===== config.mk =====
export PLATFORM = sky130hd
export DESIGN_NAME = irq_cause_collector
export DESIGN_NICKNAME = d
export VERILOG_FILES = /design/src/rtl/irq_cause_collector.sv
export SDC_FILE = /design/constraint.sdc
export NUM_CORES = 1
export LEC_CHECK = 0
export CORE_AREA = 4 4 59 61
export CTS_CLUSTER_DIAMETER = 80
export DETAILED_ROUTE_END_ITERATION = 7
export DIE_AREA = 0 0 63 65
export PLACE_DENSITY = 0.75
export SETUP_SLACK_MARGIN = 0.15
export SYNTH_ARGS = -nofsm -noshare
export SYNTH_HDL_FRONTEND = slang
export SYNTH_SLANG_ARGS = --single-unit
export TNS_END_PERCENT = 30

===== constraint.sdc =====
create_clock -name clk -period 3.48 [get_ports clk]
set_clock_uncertainty 0.15 [all_clocks]
set_input_delay 0.348 -clock clk [delete_from_list [all_inputs] [get_ports clk]]
set_output_delay 0.348 -clock clk [all_outputs]
set_load 0.03 [all_outputs]

===== src/rtl/irq_cause_collector.sv =====
// Interrupt cause collector: turns rising edges of io_irq into queued cause codes
// and presents them one at a time to the core over a valid/ready port.
module irq_cause_collector #(
    parameter int CAUSE_W = 6,
    parameter int DEPTH   = 4,
    parameter int CNT_W   = 3
) (
    input  logic               clk,
    input  logic               reset,
    input  logic               io_irq,
    input  logic [CAUSE_W-1:0] io_irq_cause,
    output logic               io_deq_valid,
    input  logic               io_deq_ready,
    output logic [CAUSE_W-1:0] io_deq_bits,
    output logic [CNT_W-1:0]   io_count,
    output logic               io_overflow,
    input  logic               io_overflow_clr
);

    localparam int PTR_W = $clog2(DEPTH);

    logic [CAUSE_W-1:0] mem [DEPTH];
    logic [PTR_W-1:0]   wr_ptr;
    logic [PTR_W-1:0]   rd_ptr;
    logic [CNT_W-1:0]   count;
    logic               irq_q;
    logic               overflow;

    logic capture;
    logic deq_fire;
    logic full;
    logic enq_fire;
    logic drop;

    // A full FIFO still accepts a new cause when the head leaves in the same cycle.
    always_comb begin
        capture  = io_irq & ~irq_q;
        deq_fire = io_deq_valid & io_deq_ready;
        full     = (count == CNT_W'(DEPTH));
        enq_fire = capture & (~full | deq_fire);
        drop     = capture & full & ~deq_fire;
    end

    always_ff @(posedge clk or posedge reset) begin
        if (reset) begin
            irq_q    <= 1'b0;
            wr_ptr   <= '0;
            rd_ptr   <= '0;
            count    <= '0;
            overflow <= 1'b0;
        end else begin
            irq_q <= io_irq;
            if (enq_fire) begin
                wr_ptr <= wr_ptr + PTR_W'(1);
            end
            if (deq_fire) begin
                rd_ptr <= rd_ptr + PTR_W'(1);
            end
            case ({enq_fire, deq_fire})
                2'b10:   count <= count + CNT_W'(1);
                2'b01:   count <= count - CNT_W'(1);
                default: count <= count;
            endcase
            // A fresh drop takes priority over a clear arriving in the same cycle.
            if (drop) begin
                overflow <= 1'b1;
            end else if (io_overflow_clr) begin
                overflow <= 1'b0;
            end
        end
    end

    always_ff @(posedge clk) begin
        if (enq_fire) begin
            mem[wr_ptr] <= io_irq_cause;
        end
    end

    assign io_deq_valid = (count != '0);
    assign io_deq_bits  = io_deq_valid ? mem[rd_ptr] : '0;
    assign io_count     = count;
    assign io_overflow  = overflow;

endmodule


==> results of run 1 <==
==> power by group through the flow <==
| stage | combinational (uW) | sequential (uW) | clock (uW) |
|---|---|---|---|
| CTS | 644 | 596 | 189 |
| global placement | 626 | 600 | 0 |
| floorplan | 450 | 587 | 0 |
| global route | 682 | 612 | 210 |
| detailed placement | 642 | 606 | 0 |
| finish | 636 | 596 | 182 |
==> per-layer routing <==
| metal | vias to the layer above | GRT usage [%] | wire length, um |
|---|---|---|---|
| met2 | 18 | 19.6 | 1100 |
| met5 | - | 0 | 0 |
| met1 | 377 | 16.5 | 1070 |
| li1 | 399 | - | - |
| met3 | 5 | 3.64 | 100 |
| met4 | 0 | 9.09 | 52 |
==> metrics by stage <==
step | setup WS (ns) | hold slack [ns] | instances
6_report | 0.696 | 0.121 | 153
2_1_floorplan | 0.970 | 0.0259 | 97
3_5_place_dp | 0.726 | 0.393 | 146
3_3_place_gp | 0.803 | 0.385 | 146
4_1_cts | 0.649 | 0.122 | 153
5_1_grt | 0.564 | 0.132 | 153
==> cell usage in the layout, fill, tap and decap left out <==
cell type and n:
a31oi_4 1, nor4_1 1, fa_1 1, ha_1 4, o21ai_0 1, o221ai_1 2, clkdlybuf4s50_1 21, and2_1 10
edfxtp_1 24, dfrtp_1 9, nand3_1 3, clkbuf_1 1, nor2_1 1, o22ai_1 1, nand2_1 5, clkbuf_4 5
nand3_2 1, xnor2_1 5, nor2_2 1, nand4b_1 1, or3_1 1, a21boi_0 1, clkinv_1 1, inv_1 7
nand2b_1 1, a21oi_1 3, or3_4 1, a311o_1 1, mux4_2 6
==> flip-flops by register name (all words and copies together) (netlist names) <==
register	cells
rd_ptr	2
irq_q	1
mem	24
io_overflow	1
wr_ptr	2
io_count	3
==> area by class of cell <==
type | count | area [um^2]
sequential | 33 | 946
multi-input combinational | 52 | 487
clock buffer | 6 | 41.3
fill | 251 | 1220
clock inverter | 1 | 3.75
tap | 33 | 41.3
timing repair buffer | 21 | 210
inverter | 7 | 26.3
==> critical path, delay by kind of cell, from the launching register on <==
kind	cells	cell delay, ns
buffers and inverters	1	0.59
flip-flops	1	0.64
multiplexers	1	0.57
AND/OR/NAND/NOR	1	0.17
==> final timing paths <==
| check | cells after the start | end | start | slack [ns] |
|---|---|---|---|---|
| setup / recovery | 3 | io_deq_bits[3] | rd_ptr[0] | 0.70 |
| hold / removal | 2 | wr_ptr[1] | reset | 0.12 |
| setup reg to reg | 5 | io_count[2] | io_count[2] | 1.07 |
| hold reg to reg | 2 | io_overflow | io_overflow | 0.41 |
| max in group asynchronous | 2 | io_count[1] | reset | 2.81 |
| min in group clk | 1 | irq_q | io_irq | 0.35 |
==> cells by family after synthesis <==
logic type / after synthesis / share of synthesized area (%)
AO/OA/AOI/OAI: 10 / 5.51
XOR/XNOR: 5 / 2.92
adder cells (fa/ha/maj): 5 / 4.68
buffers and inverters: 12 / 4.34
flip-flops: 33 / 63.2
multiplexers: 6 / 9.02
AND/OR/NAND/NOR: 26 / 10.4
==> results by group, run 1 <==
Synthesis
  – Yosys warning count: 0
  – Post-synth top cells: edfxtp_1 (24), and2_1 (10), dfrtp_1 (9), inv_1 (7), mux4_2 (6)
  – Synth Net Count: 113
  – Syn avg cell area: 15.4 um^2
  – Largest cells by area after synthesis: edfxtp_1 (48%), dfrtp_1 (15%), mux4_2 (9.0%)
  – Sequential-to-total area share from yosys stat: 63.2%
  – Syn Std Cell Area: 0.00150 mm^2
  – Yosys top cell area share: 48.1%
  – Ys flop type: edfxtp_1
  – Seq cells post-synth: 33
  – Most common cell in the netlist: edfxtp_1
  – Synth cell types: 29
  – Area leader, netlist: edfxtp_1
  – EDFF count, synth: 24
  – Cells after synthesis: 97
  – Post-synthesis async set-or-reset flop share: 27.3%

Worst setup path
  – Setup crit end kind: output port
  – Crit path launch type: flip-flop
  – Crit path DAT: 2.29 ns
  – Req. time, crit path: about 3.0 ns
  – CP Cell Sequence: mux4_2, and2_1, clkdlybuf4s50_1
  – Crit-path max cell delay: 0.64 ns
  – Crit-path max FO: 8
  – Critical setup path kind: flip-flop to output port
  – Slowest cell on the critical path: dfrtp_1

STA
  – Tcrit/Tclk final: 80.0%
  – Hold Fails Final Rpt: 0
  – Setup_tns: 0 ns
  – Unrepaired setup endpoints after global routing: false
  – Slew @ Worst Pin: 0.513 ns
  – Setup violators final: 0
  – Max-slew violations: 0
  – Relative slew margins: 65.8%
  – Fmax: 0.359 GHz
  – Min Tclk post-route: 2.78 ns

Floorplan
  – Die W: 63 um
  – # IOs: 22
  – Site Rows: 20
  – Die Y: 65 um
  – Total die area: 0.00410 mm^2
  – Initial Utilization: approximately 50%
  – Core area: 0.00298 mm^2

CTS
  – Clock buffer count from CTS: 5
  – Clk Latency, worst-skew pair: 0.32 ns
  – Root cell of the clock tree: clkbuf_4
  – Reg clk slew, reported paths: 0.08 ns
  – Setup Fix Bufs, Post-CTS: 0
  – H-tree Lvls: 2
  – CTS-repair resized insts: 0
  – CTS tree: done
  – CTS max path bufs: 2
  – CTS sink cnt: 33
  – Hold_buf cts: 0

Drt
  – WL final: ~2300 um
  – DRC violations left: 0
  – DR iter-0 viols: 38
  – DRT antenna net count: 0
  – Avg Vias per Cell: 5.22
  – Number of vias in the routed layout: 799
  – Routed length per instance: 15.2 um
  – DR pass1 iterations: 4

GRT
  – Largest net degree at the start of global routing: 13
  – Congestion Overflow GR: 0
  – GRT Overall Usage: a little over an eighth
  – Vias in the first global route: 816
  – First-pass GRT wire length: 3900 um
  – Antenna violations before repair: 0

Hold path
  – Hold crit path type: input port to async pin

Layout
  – Nets: about 140
  – N_diodes: 0
  – Fraction of layout cells with a size suffix above 1: 12.5%
  – Fin util: between 50% and 60%
  – Final instance area: roughly 0.0018 mm^2
  – Area Growth Syn to Fin: 17.2%

Placed design
  – I/O Buffers: 21
  – HPWL after detailed placement: 1700 um
  – RePlAce Congestion: 0.691
  – Area of placed instances: approximately 0.0017 mm^2

Power
  – Switching power: 535 uW
  – Final Power: 1410 uW
  – Flop pwr share: 42.1%
  – VDD IR max: 0.344 mV
  – Int Power: 879 uW
  – PwrDens: 805 mW/mm^2
  – Switching Share: between 30% and 40%
  – Clock network fraction of total power: 12.9%
  – Comb pwr share: 45.0%
  – Leak: ~0.00063 uW

Outcome
  – Status: finished, final reports clean

Run
  – Max-cap viol count: 0
(Power assumes the default switching activity.)
==> run 2, diff against run 1 <==
==> constraint.sdc (replaced) <==
create_clock -name clk -period 2.9 [get_ports clk]
set_clock_uncertainty 0.15 [all_clocks]
set_input_delay 0.29 -clock clk [delete_from_list [all_inputs] [get_ports clk]]
set_output_delay 0.29 -clock clk [all_outputs]
set_load 0.03 [all_outputs]
==> run 2 against run 1 <==
Setup slack got worse by 0.38 ns. Count of clock-buffer cells in the layout unchanged. Via count increased by 6.4%. Clock power increased by 47%. Largest cell class unchanged.
==> results by group, run 2 (synthesized netlist as in run 1, its figures left out) <==
CTS
  – Setup Fix Bufs, Post-CTS: 0
  – H-tree Lvls: 2
  – Root cell of the clock tree: clkbuf_4
  – CTS max path bufs: 2
  – Reg clk slew, reported paths: ~0.1 ns
  – Clock buffer count from CTS: 5
  – CTS tree: done
  – CTS sink cnt: 33
  – Clk Latency, worst-skew pair: 0.32 ns

GRT
  – GRT Overall Usage: around an eighth
  – Largest net degree at the start of global routing: 12
  – Congestion Overflow GR: 0
  – Antenna violations before repair: 0
  – First-pass GRT wire length: about 4000 um
  – Vias in the first global route: ~880

STA
  – Unrepaired setup endpoints after global routing: false
  – Min Tclk post-route: 2.58 ns
  – Max-slew violations: 0
  – Hold Fails Final Rpt: 0
  – Fmax: around 0.39 GHz
  – Setup violators final: 0
  – Relative slew margins: between 70 and 80%
  – Setup_tns: 0 ns
  – Slew @ Worst Pin: between 0.3 and 0.4 ns
  – Worst setup slack after layout: 0.317 ns
  – Tcrit/Tclk final: 89.1%

Power
  – VDD IR max: 0.518 mV
  – Leak: between 0.0006 and 0.0007 uW
  – PwrDens: 973 mW/mm^2

Layout
  – Commonest non-fill, non-tap cell in the layout: edfxtp_1
  – Max reg flops: 24
  – Largest Register: mem
  – Fraction of layout cells with a size suffix above 1: 17.1%
  – Area Growth Syn to Fin: 19.6%
  – Fillers: 230
  – Most frequent cells in the layout: edfxtp_1 (24), clkdlybuf4s50_1 (21), and2_1 (10), dfrtp_1 (8), inv_1 (7)
  – N_diodes: 0
  – Nets: 138

Drt
  – Routed length per instance: 15.1 um
  – DRT antenna net count: 0
  – Met2 WL: 1180 um
  – Number of vias in the routed layout: 850
  – Top Layer Used: met4
  – DR pass1 iterations: 4
  – DRC violations left: 0
  – Routed length on met1: about 970 um
  – WL final: 2360 um
  – Avg Vias per Cell: between 5 and 6
  – WL met3: 162 um
  – DR iter-0 viols: 29

Worst setup path
  – Crit path launch type: flip-flop
  – Crit path DAT: 2.14 ns
  – Critical setup path kind: flip-flop to output port
  – Worst setup path startpoint: io_count[1]
  – Worst reg-to-reg path cell count: 5
  – FF-to-FF Start: io_count[2]
  – Req. time, crit path: roughly 2.5 ns
  – Setup crit end kind: output port
  – Crit-path max FO: 10

Placed design
  – Pre-CTS WS: 0.510 ns
  – RePlAce Congestion: 0.750
  – HPWL after detailed placement: 1700 um
  – I/O Buffers: 21

Hold path
  – Hold crit path type: input port to async pin

Outcome
  – Status: finished, final reports clean

Floorplan
  – Site Rows: 20
  – Die W: about 63 um
  – Total die area: roughly 0.0041 mm^2
  – # IOs: 22
  – Die Y: about 65 um
  – Initial Utilization: 50.3%
  – Core area: 0.00298 mm^2

Run
  – Max-cap viol count: 0
[run 2: per-stage QoR]
| step | util (%) | total power [uW] | hold WS (ns) | area [um^2] | cells |
|---|---|---|---|---|---|
| global placement | 57.9 | 1470 | 0.376 | 1730 | 148 |
| detailed placement | 57.9 | 1500 | 0.390 | 1730 | 148 |
| floorplan | - | 1240 | -0.0321 | 1500 | 97 |
| global route | 60.2 | 1860 | 0.0910 | 1790 | 156 |
| finish | 60.2 | 1740 | 0.0776 | 1790 | 156 |
| CTS | 60.2 | 1760 | 0.0855 | 1790 | 156 |
[run 2: worst paths after layout]
| path | end | slack [ns] |
|---|---|---|
| max | io_deq_bits[3] | 0.32 |
| min | rd_ptr[1] | 0.08 |
| max reg2reg | io_count[2] | 0.52 |
| min reg2reg | io_overflow | 0.40 |
| max in group asynchronous | rd_ptr[0] | 2.23 |
| min in group clk | irq_q | 0.28 |
[run 2: what timing repair did]
| item | 4_1_cts | 5_1_grt |
|---|---|---|
| endpoints found under the setup margin | 5 | 0 |
| hold buffers | 0 | 0 |
| resized for setup | 1 | 0 |
| endpoints found under the hold margin | 0 | 0 |
[run 2: cell type report]
| type | count | area, um^2 | share of cell area (%) |
|---|---|---|---|
| clock buffers | 6 | 51.3 | 2.86 |
| clock inverters | 2 | 13.8 | 0.768 |
| inverters | 7 | 26.3 | 1.47 |
| multi-input cells | 52 | 487 | 27.2 |
| flip-flops and latches | 33 | 947 | 52.9 |
| well taps | 33 | 41.3 | 2.30 |
| repair buffers | 23 | 225 | 12.6 |
[run 2: power by group]
part / switching, uW / internal (uW) / leakage (uW)
Sequential: 117 / 597 / 0.000326
Clock: 150 / 118 / 0.0000382
Combinational: 389 / 371 / 0.000284
[run 2: critical path, cell delays in order (launching register included)]
cell and delay [ns]:
dfrtp_1 0.48, or3_1 0.55, and2_1 0.21, clkdlybuf4s50_1 0.59
[run 2: metal layers]
layer	GRT usage, %	vias to the layer above
met4	6.61	0
li1	-	402
met5	0	-
met3	5.55	4
met2	20.4	26
met1	15.0	418
